**src/rtl/cnn_layer_accel_pooler_feeder.sv**
```systemverilog
// Pooler feeder: issues one 64-bit opcode per job, then streams exactly job_pixels pixels
// from upstream to the pooler through a 2-entry skid buffer. Pixel latency is 1 cycle; 1 pixel/cycle sustained.
// Backpressure: datain_ready low holds the buffer head stable; src_ready drops when the buffer is full or the job's pixels are all fetched.
// Optional build macro POOLER_FEEDER_STATS_EN adds a stall_count output (STREAM cycles spent stalled on datain_ready).
module cnn_layer_accel_pooler_feeder #(
    parameter int C_DATAIN_WIDTH = 16
) (
    input  logic                      clk,
    input  logic                      rst,
    input  logic [31:0]               job_pixels,
    input  logic [15:0]               job_width,
    input  logic                      job_valid,
    output logic                      job_ready,
    input  logic [C_DATAIN_WIDTH-1:0] src_data,
    input  logic                      src_valid,
    output logic                      src_ready,
    output logic [63:0]               opcode,
    output logic                      opcode_valid,
    input  logic                      opcode_accept,
    output logic [C_DATAIN_WIDTH-1:0] datain,
    output logic                      datain_valid,
    input  logic                      datain_ready,
    output logic                      busy,
    output logic                      done
`ifdef POOLER_FEEDER_STATS_EN
    ,
    output logic [31:0]               stall_count
`endif
);

    typedef enum logic [1:0] {
        S_IDLE   = 2'd0,
        S_OPCODE = 2'd1,
        S_STREAM = 2'd2,
        S_DONE   = 2'd3
    } state_t;

    state_t                    state_q, state_d;

    // Job parameters captured at job accept; they also form the opcode
    logic [31:0]               pixels_q;
    logic [15:0]               width_q;

    // accepted_count counts upstream pushes, sent_count counts pooler pops
    logic [31:0]               acc_q;
    logic [31:0]               sent_q;

    // Two-entry FIFO-ordered skid buffer
    logic [C_DATAIN_WIDTH-1:0] mem_q [2];
    logic                      wr_ptr_q;
    logic                      rd_ptr_q;
    logic [1:0]                fill_q, fill_d;

    logic                      job_take;
    logic                      push;
    logic                      pop;
    logic                      last_pop;

    assign job_take = (state_q == S_IDLE) && job_valid;
    assign push     = src_valid && src_ready;
    assign pop      = datain_valid && datain_ready;
    assign last_pop = pop && (sent_q == (pixels_q - 32'd1));

    // Registered opcode fields are stable for the whole OPCODE phase
    assign opcode = {16'h0000, width_q, pixels_q};
    assign datain = mem_q[rd_ptr_q];

    // State register
    always_ff @(posedge clk) begin
        if (rst) begin
            state_q <= S_IDLE;
        end else begin
            state_q <= state_d;
        end
    end

    // Next-state logic; a zero-pixel job skips straight to DONE after the opcode
    always_comb begin
        state_d = state_q;
        case (state_q)
            S_IDLE: begin
                if (job_valid) begin
                    state_d = S_OPCODE;
                end
            end
            S_OPCODE: begin
                if (opcode_accept) begin
                    state_d = (pixels_q == 32'd0) ? S_DONE : S_STREAM;
                end
            end
            S_STREAM: begin
                if (last_pop) begin
                    state_d = S_DONE;
                end
            end
            S_DONE: begin
                state_d = S_IDLE;
            end
            default: begin
                state_d = S_IDLE;
            end
        endcase
    end

    // Output decode; src_ready uses registered fill so a pop at fill==2 frees a slot only next cycle
    always_comb begin
        job_ready    = (state_q == S_IDLE) && !rst;
        opcode_valid = (state_q == S_OPCODE);
        src_ready    = (state_q == S_STREAM) && (fill_q < 2'd2) && (acc_q < pixels_q);
        datain_valid = (state_q == S_STREAM) && (fill_q != 2'd0);
        busy         = (state_q != S_IDLE);
        done         = (state_q == S_DONE);
    end

    // Buffer occupancy after this cycle's push/pop
    always_comb begin
        fill_d = fill_q;
        case ({push, pop})
            2'b10:   fill_d = fill_q + 2'd1;
            2'b01:   fill_d = fill_q - 2'd1;
            default: fill_d = fill_q;
        endcase
    end

    // Job latch, counters and skid buffer; a new job starts from an empty buffer
    always_ff @(posedge clk) begin
        if (rst) begin
            pixels_q <= '0;
            width_q  <= '0;
            acc_q    <= '0;
            sent_q   <= '0;
            wr_ptr_q <= 1'b0;
            rd_ptr_q <= 1'b0;
            fill_q   <= '0;
            for (int i = 0; i < 2; i++) begin
                mem_q[i] <= '0;
            end
        end else if (job_take) begin
            pixels_q <= job_pixels;
            width_q  <= job_width;
            acc_q    <= '0;
            sent_q   <= '0;
            wr_ptr_q <= 1'b0;
            rd_ptr_q <= 1'b0;
            fill_q   <= '0;
        end else begin
            if (push) begin
                mem_q[wr_ptr_q] <= src_data;
                wr_ptr_q        <= ~wr_ptr_q;
                acc_q           <= acc_q + 32'd1;
            end
            if (pop) begin
                rd_ptr_q <= ~rd_ptr_q;
                sent_q   <= sent_q + 32'd1;
            end
            fill_q <= fill_d;
        end
    end

`ifdef POOLER_FEEDER_STATS_EN
    logic [31:0] stall_q;

    assign stall_count = stall_q;

    // Count cycles the pooler refuses an offered pixel; value holds after done until the next job
    always_ff @(posedge clk) begin
        if (rst) begin
            stall_q <= '0;
        end else if (job_take) begin
            stall_q <= '0;
        end else if ((state_q == S_STREAM) && datain_valid && !datain_ready) begin
            stall_q <= stall_q + 32'd1;
        end
    end
`endif

endmodule

```
**config.mk**
```make
export PLATFORM = sky130hd
export DESIGN_NAME = cnn_layer_accel_pooler_feeder
export DESIGN_NICKNAME = d
export VERILOG_FILES = /design/src/rtl/cnn_layer_accel_pooler_feeder.sv
export SDC_FILE = /design/constraint.sdc
export NUM_CORES = 1
export LEC_CHECK = 0
export CAP_MARGIN = 10
export CORE_AREA = 2 2 137 206
export DETAILED_ROUTE_END_ITERATION = 8
export DIE_AREA = 0 0 139 208
export PLACE_DENSITY_LB_ADDON = 0.05
export SLEW_MARGIN = 20
export SYNTH_ARGS = -nofsm -noshare
export SYNTH_HDL_FRONTEND = slang
export SYNTH_SLANG_ARGS = --single-unit
```
**constraint.sdc**
```tcl
create_clock -name clk -period 4.7 [get_ports clk]
set_clock_uncertainty 0.1 [all_clocks]
set_input_delay 1.41 -clock clk [delete_from_list [all_inputs] [get_ports clk]]
set_output_delay 1.41 -clock clk [all_outputs]
set_load 0.03 [all_outputs]
```
==> load_flow_metrics.sql <==
INSERT INTO impl_metrics (metric_group, metric, value, unit) VALUES
('outcome', 'result_of_the_run', 'finished, final reports clean', ''),
('synthesis', 'yosys_register_bits', '151', ''),
('cts', 'cts_made_buffers', '17', ''),
('synthesis', 'ys_top_cells_by_count', '138 x nand2_1, 119 x dfxtp_1, 88 x a21oi_1, 80 x nor2_1, 64 x inv_1', ''),
('place', 'detailedPlace.worstSlack', '509', 'ps'),
('sta', 'timing.final.ws_setup', '442', 'ps'),
('cts', 'tritoncts', 'yes', ''),
('drt', 'wire_per_inst', '17.3', 'µm'),
('critical_path', 'timing.critical_path.to_type', 'output port', ''),
('pwr', 'vdd.ir_drop.worst', '0.262', 'mV'),
('sta', 'fin_crit_sh', '0.906', ''),
('drt', 'routed_wire_length', '25600', 'µm'),
('critical_path', 'r2r.worst_path.cells', '10', ''),
('synthesis', 'synth_compound_area_frac', '0.122', ''),
('synthesis', 'combinational_family_with_the_most_area_after_synthesis', 'simple AND/OR/NAND/NOR gates', ''),
('floorplan', 'die_area', '28900', 'µm²'),
('global_route', 'grt_pass1_vias', '7497', ''),
('cts', 'insertion_delay', '430', 'ps'),
('cts', 'htree_levels', '4', ''),
('sta', 'max_slew_headroom', '0.333', ''),
('pwr', 'power_density', '441', 'nW/µm²'),
('synthesis', 'ys_warns', '0', ''),
('layout', 'final_layout_fill_cell_count', '2824', ''),
('synthesis', 'ys_types', '63', ''),
('place', 'port_buffers', '139', ''),
('cts', 'cts_setup_buffers', '0', ''),
('synthesis', 'synth.cell_area', '8330', 'µm²'),
('synthesis', 'synth-simple-area-share', '0.233', ''),
('synthesis', 'synth_enable_flop_cells', '32', ''),
('sta', 'hold_violations', '0', ''),
('synthesis', 'arithmetic_cell_share_of_the_synthesized_area_counting_full_adders_half_adders_and_majority_gates', '0.0616', ''),
('sta', 'post-route-min-period', '4260', 'ps'),
('floorplan', 'floorplan.initialDensity', '0.308', ''),
('critical_path', 'startpoint_type', 'flop', ''),
('synthesis', 'synth.yosys.seq_area_share', '0.401', ''),
('synthesis', 'async_reset_ff_frac', '0', ''),
('layout', 'seqCellArea', '3340', 'µm²'),
('cts', 'clock_transition_at_the_register_clock_pins_on_the_worst_setup_and_hold_paths_after_cts', '60', 'ps'),
('worst_hold_path', 'hold_class', 'reg -> reg', ''),
('layout', 'post_route_cells_drive_above_1_share', '0.0826', ''),
('flow_run', 'max_cap_viol_count', '0', ''),
('floorplan', 'fp.coreArea', '27000', 'µm²'),
('floorplan', 'num_rows', '74', ''),
('pwr', 'power.static_leakage', '3.99', 'nW'),
('place', 'gp_congestion', '0.793', ''),
('place', 'place_hpwl', '19200', 'µm'),
('global_route', 'antenna_found_initial', '0', ''),
('cts', 'cts_root_buffer', 'clkbuf_16', ''),
('sta', 'total_of_endpoints_with_negative_setup_slack_in_the_final_report', '0', ''),
('cts', 'cts_num_sinks', '151', ''),
('synthesis', 'avgSynthCellArea', '8.41', 'µm²'),
('global_route', 'grt_util_all_layers', '0.180', ''),
('synthesis', 'synth-xor-area-share', '0.0830', ''),
('floorplan', 'die_x', '139', 'µm'),
('drt', 'routed_via_density', '4.90', ''),
('critical_path', 'required', '3190', 'ps'),
('synthesis', 'synth_cells', '991', ''),
('synthesis', 'synthDominantCellAreaShare', '0.286', ''),
('sta', 'rsz0062_at_grt', 'false', ''),
('critical_path', 'critical_path_arrival', '2750', 'ps'),
('cts', 'clockBufferDepth', '2', ''),
('drt', 'detailed_router_iteration_count_before_antenna_repair', '4', ''),
('sta', 'timing_worst_slew_pin_value', '1000', 'ps'),
('sta', 'timing_max_transition_violations_final', '0', ''),
('synthesis', 'yosys-top-cells-area', 'dfxtp_1 29%, edfxtp_1 12%, nand2_1 6.2%', ''),
('synthesis', 'cell_with_the_most_instances_after_synthesis', 'nand2_1', ''),
('layout', 'areaGrowthSynthToFinish', '28.1', '%'),
('synthesis', 'synth_top_cell_by_area', 'dfxtp_1', ''),
('critical_path', 'timing_worst_setup_path_type', 'reg -> out', ''),
('layout', 'diodes', '0', ''),
('global_route', 'grt_overflow', '0', '');
==> per-layer routing <==
metal | vias to the layer above | part of all wire | track usage
met5 | - | 0 | 0
met4 | 0 | 0.015 | 0.0526
met3 | 19 | 0.039 | 0.0394
met2 | 144 | 0.53 | 0.333
met1 | 3431 | 0.42 | 0.205
li1 | 3663 | - | -
==> power breakdown <==
group / switching (mW) / internal [mW] / leakage, nW / total [mW]
clock network: 0.588 / 0.843 / 0.285 / 1.43
logic: 1.07 / 0.666 / 2.41 / 1.74
registers: 0.110 / 1.43 / 1.30 / 1.54
total: 1.77 / 2.94 / 3.99 / 4.71
==> state kept, by name, indices dropped and copies added, names as in the netlist, named ones only <==
register  cells
acc_q        32
fill_q        2
mem_q        32
pixels_q     32
rd_ptr_q      1
sent_q       32
state_q       2
width_q      16
wr_ptr_q      1
==> path summary, 6_finish.rpt <==
check                             from                       end  slack [ps]
max          pixels_q[17]$_SDFFE_PP0P_                 src_ready         440
min           width_q[11]$_SDFFE_PP0P_  width_q[11]$_SDFFE_PP0P_         360
max reg2reg   pixels_q[0]$_SDFFE_PP0P_   state_q[0]$_SDFFE_PP0P_        1070
min reg2reg   width_q[11]$_SDFFE_PP0P_  width_q[11]$_SDFFE_PP0P_         360
==> logic make-up (layout without fill, tap and decap cells) <==
kind of cell    after synthesis  after routing
compound gates              176            176
xor+xnor                     79             79
fa+ha+maj                    41             41
buf+inv                     131            263
flops                       151            151
mux                          21             21
other cells                   1             16
simple gates                391            391
==> stage by stage <==
step	std cells	total power [mW]	hold WS (ps)	util	cell area, µm²
6_report	1480	4.71	356	0.395	10700
5_1_grt	1480	4.98	375	0.395	10700
4_1_cts	1480	4.80	357	0.395	10700
3_5_place_dp	1448	3.34	349	0.373	10100
3_3_place_gp	1448	3.35	342	0.373	10100
2_1_floorplan	1006	2.67	370	-	8390
==> cell type report <==
class | instances | share of cell area
Clock buffer | 19 | 0.0405
Clock inverter | 13 | 0.0159
Inverter | 65 | 0.0228
Multi-Input combinational cell | 724 | 0.419
Sequential cell | 151 | 0.313
Tap cell | 342 | 0.0401
Timing Repair Buffer | 166 | 0.149
==> critical path, stage by stage, from the launching register on <==
cell and delay [ps]:
dfxtp_1 470, inv_1 80, ha_1 310, a21o_1 160, a21o_1 170, a21o_1 170
a211oi_1 210, o21ai_0 140, a21oi_2 170, o21a_1 130, dlymetal6s2s_1 310
==> repair_timing <==
item                                    CTS  global route
resized for setup                         0             1
hold buffers                              0             0
endpoints found under the setup margin    0             1
==> layout by cell type (no fill, tap or decap), types with 5 or more instances in the layout <==
master / netlist / final
conb_1: 1 / 16
ha_1: 41 / 41
and3_1: 10 / 10
xor2_1: 42 / 42
nand2_1: 138 / 136
nand4_1: 28 / 28
a21o_1: 10 / 10
nor3_1: 12 / 12
clkdlybuf4s50_1: 0 / 137
and4_1: 6 / 6
or3_1: 30 / 30
clkbuf_16: 0 / 17
xnor2_1: 37 / 37
inv_1: 64 / 64
o21ai_0: 40 / 40
o21a_1: 5 / 5
dfxtp_1: 119 / 119
mux2_2: 16 / 16
a211oi_1: 5 / 5
o31ai_1: 7 / 6
nor4_1: 29 / 29
nor2_1: 80 / 80
edfxtp_1: 32 / 32
buf_4: 17 / 27
a21oi_1: 88 / 88
nand3_1: 27 / 27
Power figures use the tool's default switching activity.
